==> src/rtl/hazard_scoreboard_pkg.sv <==
// Shared widths, instruction-class Tnew/Tuse encodings and index-width helper.
// Latency: n/a (types and constants only).
// Backpressure: n/a.
package hazard_scoreboard_pkg;

    localparam int AW_DEF = 5;
    localparam int DW_DEF = 32;
    localparam int TW_DEF = 2;

    // Cycles after entering E until the result sits in a stage register.
    localparam logic [TW_DEF-1:0] TNEW_ALU  = 2'd1;
    localparam logic [TW_DEF-1:0] TNEW_LOAD = 2'd2;
    localparam logic [TW_DEF-1:0] TNEW_MFHI = 2'd1;

    // Cycles from D until an operand is actually consumed.
    localparam logic [TW_DEF-1:0] TUSE_0 = 2'd0;
    localparam logic [TW_DEF-1:0] TUSE_1 = 2'd1;
    localparam logic [TW_DEF-1:0] TUSE_2 = 2'd2;

    typedef enum logic [1:0] {
        CLS_ALU  = 2'd0,
        CLS_LOAD = 2'd1,
        CLS_MFHI = 2'd2,
        CLS_NONE = 2'd3
    } instr_class_e;

    // Width of an index into n entries; never zero so single-entry configs still have a port.
    function automatic int idx_w(input int n);
        return (n > 1) ? $clog2(n) : 1;
    endfunction

    function automatic logic [TW_DEF-1:0] tnew_of(input instr_class_e c);
        case (c)
            CLS_ALU:  return TNEW_ALU;
            CLS_LOAD: return TNEW_LOAD;
            CLS_MFHI: return TNEW_MFHI;
            default:  return '0;
        endcase
    endfunction

endpackage

==> src/rtl/hazard_scoreboard_match.sv <==
// Youngest-match priority encoder: finds the lowest-index valid entry writing rs.
// Latency: combinational.
// Backpressure: none; pure lookup.
// Ports: rs (operand register), ent_v/ent_a3/ent_tnew (scoreboard), hit/k/tnew (result).
module sb_match
    import hazard_scoreboard_pkg::*;
#(
    parameter int DEPTH = 3,
    parameter int AW    = AW_DEF,
    parameter int TW    = TW_DEF,
    parameter int KW    = idx_w(DEPTH)
)(
    input  logic [AW-1:0]       rs,
    input  logic [DEPTH-1:0]    ent_v,
    input  logic [DEPTH*AW-1:0] ent_a3,
    input  logic [DEPTH*TW-1:0] ent_tnew,
    output logic                hit,
    output logic [KW-1:0]       k,
    output logic [TW-1:0]       tnew
);

    // Scan oldest to youngest so the youngest (lowest index) match is the last write.
    // $0 is hardwired, so it never matches even if an entry somehow carries it.
    always_comb begin
        hit  = 1'b0;
        k    = '0;
        tnew = '0;
        for (int j = DEPTH - 1; j >= 0; j--) begin
            if (ent_v[j] && (ent_a3[j*AW +: AW] == rs) && (rs != '0)) begin
                hit  = 1'b1;
                k    = KW'(j);
                tnew = ent_tnew[j*TW +: TW];
            end
        end
    end

endmodule

==> src/rtl/hazard_scoreboard.sv <==
// D-stage hazard/forwarding unit: scoreboard of in-flight writers plus mult/div busy counter.
// Latency: stall/fwd_data/fwd_pending/md_busy are combinational from inputs and registered state.
// Backpressure: stall freezes F/D and injects a bubble into E; scoreboard keeps shifting regardless.
// Ports: clk/reset; d_* describe the D instruction; stage_wd holds per-stage results;
//        outputs stall, fwd_data, fwd_pending, md_busy.
module hazard_scoreboard
    import hazard_scoreboard_pkg::*;
#(
    parameter int NSRC   = 2,
    parameter int DEPTH  = 3,
    parameter int DW     = DW_DEF,
    parameter int AW     = AW_DEF,
    parameter int TW     = TW_DEF,
    parameter int MD_LAT = 5
)(
    input  logic                 clk,
    input  logic                 reset,
    input  logic                 d_valid,
    input  logic [NSRC*AW-1:0]   d_rs,
    input  logic [NSRC*TW-1:0]   d_tuse,
    input  logic [NSRC*DW-1:0]   d_rdata,
    input  logic                 d_regwrite,
    input  logic [AW-1:0]        d_a3,
    input  logic [TW-1:0]        d_tnew,
    input  logic                 d_md_start,
    input  logic                 d_md_use,
    input  logic [DEPTH*DW-1:0]  stage_wd,
    output logic                 stall,
    output logic [NSRC*DW-1:0]   fwd_data,
    output logic [NSRC-1:0]      fwd_pending,
    output logic                 md_busy
);

    localparam int KW = idx_w(DEPTH);
    localparam int CW = $clog2(MD_LAT + 1);

    // Scoreboard: index 0 = E, DEPTH-1 = oldest tracked stage.
    logic [DEPTH-1:0]    sb_v;
    logic [DEPTH*AW-1:0] sb_a3;
    logic [DEPTH*TW-1:0] sb_tnew;
    logic [CW-1:0]       md_cnt;

    logic [NSRC-1:0]     hit;
    logic [NSRC*KW-1:0]  hit_k;
    logic [NSRC*TW-1:0]  hit_tnew;
    logic                hazard;

    function automatic logic [TW-1:0] tdec(input logic [TW-1:0] t);
        return (t == '0) ? '0 : t - TW'(1);
    endfunction

    generate
        for (genvar i = 0; i < NSRC; i++) begin : g_match
            sb_match #(
                .DEPTH (DEPTH),
                .AW    (AW),
                .TW    (TW),
                .KW    (KW)
            ) u_match (
                .rs       (d_rs[i*AW +: AW]),
                .ent_v    (sb_v),
                .ent_a3   (sb_a3),
                .ent_tnew (sb_tnew),
                .hit      (hit[i]),
                .k        (hit_k[i*KW +: KW]),
                .tnew     (hit_tnew[i*TW +: TW])
            );
        end
    endgenerate

    // A ready producer (tnew 0) is forwarded from its stage; one that will be ready
    // before the operand is consumed is flagged pending for later forwarding;
    // anything later than that is a hazard.
    always_comb begin
        hazard      = 1'b0;
        fwd_data    = d_rdata;
        fwd_pending = '0;
        for (int i = 0; i < NSRC; i++) begin
            if (d_valid && hit[i]) begin
                if (hit_tnew[i*TW +: TW] == '0)
                    fwd_data[i*DW +: DW] = stage_wd[int'(hit_k[i*KW +: KW])*DW +: DW];
                else if (hit_tnew[i*TW +: TW] <= d_tuse[i*TW +: TW])
                    fwd_pending[i] = 1'b1;
                else
                    hazard = 1'b1;
            end
        end
    end

    assign md_busy = (md_cnt != '0);
    // d_md_use covers mult/div starts too, so a start while busy stalls and never reloads.
    assign stall   = d_valid & (hazard | (d_md_use & md_busy));

    always_ff @(posedge clk) begin
        if (reset) begin
            sb_v    <= '0;
            sb_a3   <= '0;
            sb_tnew <= '0;
            md_cnt  <= '0;
        end else begin
            for (int k = 1; k < DEPTH; k++) begin
                sb_v[k]            <= sb_v[k-1];
                sb_a3[k*AW +: AW]  <= sb_a3[(k-1)*AW +: AW];
                sb_tnew[k*TW +: TW] <= tdec(sb_tnew[(k-1)*TW +: TW]);
            end
            // A stalled D instruction becomes a bubble in E.
            sb_v[0]        <= ~stall & d_valid & d_regwrite & (d_a3 != '0);
            sb_a3[0 +: AW] <= d_a3;
            sb_tnew[0 +: TW] <= d_tnew;

            if (d_valid && d_md_start && !stall)
                md_cnt <= CW'(MD_LAT);
            else if (md_cnt != '0)
                md_cnt <= md_cnt - CW'(1);
        end
    end

endmodule

==> config.mk <==
export PLATFORM = sky130hd
export DESIGN_NAME = hazard_scoreboard
export DESIGN_NICKNAME = d
export VERILOG_FILES = /design/src/rtl/hazard_scoreboard_pkg.sv /design/src/rtl/hazard_scoreboard_match.sv /design/src/rtl/hazard_scoreboard.sv
export SDC_FILE = /design/constraint.sdc
export NUM_CORES = 1
export LEC_CHECK = 0
export ABC_AREA = 1
export CORE_ASPECT_RATIO = 0.6
export CORE_UTILIZATION = 37
export CTS_BUF_LIST = sky130_fd_sc_hd__clkbuf_16
export DETAILED_ROUTE_END_ITERATION = 12
export GPL_ROUTABILITY_DRIVEN = 0
export PLACE_DENSITY = 0.81
export SYNTH_ARGS = -nofsm -noshare
export SYNTH_HDL_FRONTEND = slang
export SYNTH_HIERARCHICAL = 1
export SYNTH_SLANG_ARGS = --single-unit
==> constraint.sdc <==
create_clock -name clk -period 3.8 [get_ports clk]
set_clock_uncertainty 0.1 [all_clocks]
set_input_delay 0.95 -clock clk [delete_from_list [all_inputs] [get_ports clk]]
set_output_delay 0.95 -clock clk [all_outputs]
set_load 0.005 [all_outputs]
==> results of run 1 <==
## layout by cell type, fill, tap and decap left out, types with 2 or more instances in the layout
cell type / n
nand3_1: 7
xnor2_2: 3
nor3_4: 4
inv_4: 9
buf_6: 34
nor2_2: 33
a31oi_4: 13
inv_2: 16
clkdlybuf4s50_1: 177
nand2_2: 47
nand3_4: 2
inv_6: 3
dfxtp_1: 27
o21ai_2: 2
ha_1: 4
buf_8: 8
nor2_4: 22
nor3_1: 5
clkbuf_16: 7
nand2_4: 10
ha_4: 4
a21oi_1: 63
a21oi_2: 2
xor2_1: 2
buf_4: 32
nand3_2: 11
nor2_1: 69
a31oi_2: 5
nand2_1: 116
inv_1: 91
o21ai_0: 55
o21ai_1: 8
buf_16: 4
a31oi_1: 46
buf_2: 61
buf_12: 24
clkinv_1: 2
## final cells by class
| class | count | area [um2] |
|---|---|---|
| well taps | 135 | 169 |
| inverters | 122 | 504 |
| repair buffers | 345 | 3520 |
| fillers | 633 | 1640 |
| multi-input cells | 538 | 3400 |
| flip-flops and latches | 27 | 541 |
| clock buffers | 3 | 75.1 |
| clock inverters | 1 | 8.76 |
## kinds of logic after synthesis
group,Yosys count
buf+inv,163
fa+ha+maj,8
simple gates,327
compound gates,197
flops,27
xor+xnor,6
## worst paths after layout
| check | slack [ns] | endpoint |
|---|---|---|
| max | -0.25 | fwd_data[49] |
| min | 0.37 | sb_v[1] |
| max reg2reg | 1.21 | sb_v[0] |
| min reg2reg | 0.37 | sb_v[1] |
## cells in the mapped netlist
cell,n
nand2_2,4
nor3_1,7
nor2_2,6
inv_2,12
inv_1,106
a31oi_1,64
nor4_1,1
nor3_4,2
nand2_1,169
clkbuf_1,20
buf_4,6
buf_1,1
nor2_4,2
xnor2_1,4
ha_1,8
a21boi_0,2
a21oi_1,66
buf_2,14
o21ai_0,65
nand3_1,20
xor2_1,2
dfxtp_1,27
nor2_1,116
clkinv_1,4
## through the flow
stage / TNS, ns / area, um2 / util (%) / std cells
after global routing: -14.53 / 8210 / 83.4 / 1171
final: -9.40 / 8210 / 83.4 / 1171
after global placement: -55.87 / 6770 / 68.7 / 1123
after CTS: -1.50 / 7400 / 75.1 / 1164
after floorplan: 0 / 3740 / - / 728
after detailed placement: -56.88 / 6770 / 68.7 / 1123
## power by group through the flow
stage	clock [mW]	combinational, mW	sequential (mW)
final	0.255	0.670	0.340
after global routing	0.270	0.726	0.341
after CTS	0.253	0.570	0.334
after detailed placement	0	0.582	0.341
after global placement	0	0.575	0.339
after floorplan	0	0.228	0.331
## registers in the layout, summed over array words and instances (netlist names)
name     flops
sb_a3       15
sb_v         3
md_cnt       3
sb_tnew      6
## routing by layer
layer | track usage, % | wire length (um) | up-vias
li1 | - | - | 2965
met1 | 47.2 | 9200 | 3078
met2 | 55.1 | 10400 | 669
met3 | 9.27 | 3420 | 182
met4 | 10.6 | 1380 | 0
met5 | 0 | 0 | -
## tightest hold or removal path: stages (launching register included)
cell     delay, ns
dfxtp_1       0.34
inv_1         0.06
nor2_1        0.03
## what timing repair did
| action | 4_1_cts | 5_1_grt |
|---|---|---|
| resized for setup | 423 | 209 |
| setup endpoints to repair | 67 | 67 |
| hold buffers | 0 | 0 |
| pin swaps | 55 | 77 |
| setup buffers | 30 | 13 |
| endpoints found under the hold margin | 0 | 0 |
| gates cloned | 10 | 4 |
==> flow_metrics.py, run 1 <==
metrics = {
    "outcome": {
        "status": "finished, violations left",
        "failed_checks": "setup timing",
    },
    "timing": {
        "setup_violations": 67,
        "finalMaxSlewViolations": 0,
        "hold_violations": 0,
        "maxSlewHeadroom_pct": 65.3,
        "tightest_slew_ns": 0.514,
        "max_freq_ghz": 0.247,
        "timing.final.crit_share_pct": 107,
        "rsz0062_at_grt": "true",
        "holdWs_ns": 0.365,
        "post-route-min-period_ns": 4.05,
        "worst_slack_ns": -0.251,
    },
    "yosys": {
        "synthSimpleGateAreaFrac_pct": 35.5,
        "netlist_instances": 728,
        "synth_top_cell_by_area": "nand2_1",
        "ys_seq_area_share_pct": 14.4,
        "synth_top_family_by_area": "simple AND/OR/NAND/NOR gates",
        "synth-compound-area-share_pct": 28.6,
        "synth-seq-cells": 27,
        "yosys_warnings": 6,
        "avgSynthCellArea_um2": 5.14,
        "synthTopCellsByArea": "nand2_1 17%, dfxtp_1 14%, nor2_1 12%",
        "synth.top_cell.area_share_pct": 16.9,
        "synthMuxAreaShare_pct": 0,
        "synthAdderAreaFrac_pct": 2.67,
        "synth-xor-area-share_pct": 1.40,
        "synth_nets": 923,
        "ys_types": 24,
        "syn_area_mm2": 0.00374,
    },
    "power_and_ir_drop": {
        "power_mw": 1.26,
        "clockPowerShare_pct": 20.2,
        "combPwrFrac_pct": 53.0,
        "seq_power_share_pct": 26.9,
        "p_sw_share_pct": 34.9,
        "ir_worst_vdd_mv": 0.249,
        "power_switching_mw": 0.441,
        "p_leak_nw": 3.47,
        "powerDensity_mw_per_mm2": 154,
        "p_int_mw": 0.823,
    },
    "clock_network": {
        "cts-root-buf": "clkbuf_16",
        "cts_max_level": 1,
        "cts_sinks": 27,
        "clk_path_buf_depth": 2,
        "clk_pin_slew_ns": 0.07,
        "insertion_delay_ns": 0.27,
        "cts_buffers": 3,
        "cts_tree": "built",
    },
    "hold_path": {
        "min_path_cells": 2,
        "hold_path_class": "register to register",
        "hp-start": "sb_v[0]",
    },
    "critical_path": {
        "reg2reg_depth": 17,
        "path_common_cell": "nand2_2",
        "cp_cell_sequence": "buf_12 -> clkinv_8 -> nand2_2 -> nand2_2 -> clkinv_2 -> nand2_2 -> nor2_2 -> nand2_2 -> inv_2 -> nand2_1 -> nand2_1 -> inv_2 -> nand2_4 -> nor3_4 -> buf_6 -> buf_6 -> nor2_2 -> a31oi_1 -> buf_2",
        "critPathBufInv": 8,
        "start_kind": "input pin",
        "cp.required_ns": 2.75,
        "worstSetupStartpoint": "d_rs[8]",
        "timing.rr.start": "sb_a3[3]",
        "crit_path_end_kind": "output pin",
        "cpPeakStageDelay_ns": 0.26,
        "timing.critical_path.depth": 19,
        "crit_slowest_cell": "nor3_4",
        "cp_max_fo": 8,
        "crit_family": "buffers and inverters",
        "worst_ep_arrival_time_ns": 3.00,
        "worstSetupPathType": "input pin to output pin",
    },
    "drt": {
        "drt-total-wl_mm": 24.4,
        "wl_per_cell_um": 20.8,
        "via_per_inst": 5.89,
        "postRouteAntennaNets": 0,
        "vias": 6894,
        "drt-initial-drc-count": 789,
        "drc": 0,
        "firstDrtPassIters": 6,
    },
    "floorplan": {
        "rows": 28,
        "core_region_area_mm2": 0.00984,
        "ioPinCount": 255,
        "start_util_pct": 38.0,
        "design.die.area_mm2": 0.0105,
        "dieWidth_um": 132,
        "die_h_um": 79.9,
    },
    "layout": {
        "drive_gt1_share_pct": 34.9,
        "nNetsFinal": 1232,
        "antenna_cells": 0,
        "syn2layout_area_growth_pct": 119,
    },
    "global_routing": {
        "grt_overflow": 0,
        "antenna_found_initial": 1,
        "grt_first_pass_wirelength_mm": 29.3,
        "grt_usage_pct": 35.2,
        "grt_max_degree": 33,
        "grt_pass1_vias": 5568,
    },
    "place": {
        "dpl.hpwl_mm": 13.2,
        "dp_slack_ns": -0.939,
        "portBuffers": 254,
    },
    "flow_run": {
        "cap_viol_max_count": 0,
    },
}
Power figures use the tool's default switching activity.
==> run 2, diff against run 1 <==
Settings changed: CAP_MARGIN set to 20.
==> results of run 2 <==
The final DEF is identical to that of run 1; final timing and power are the same.
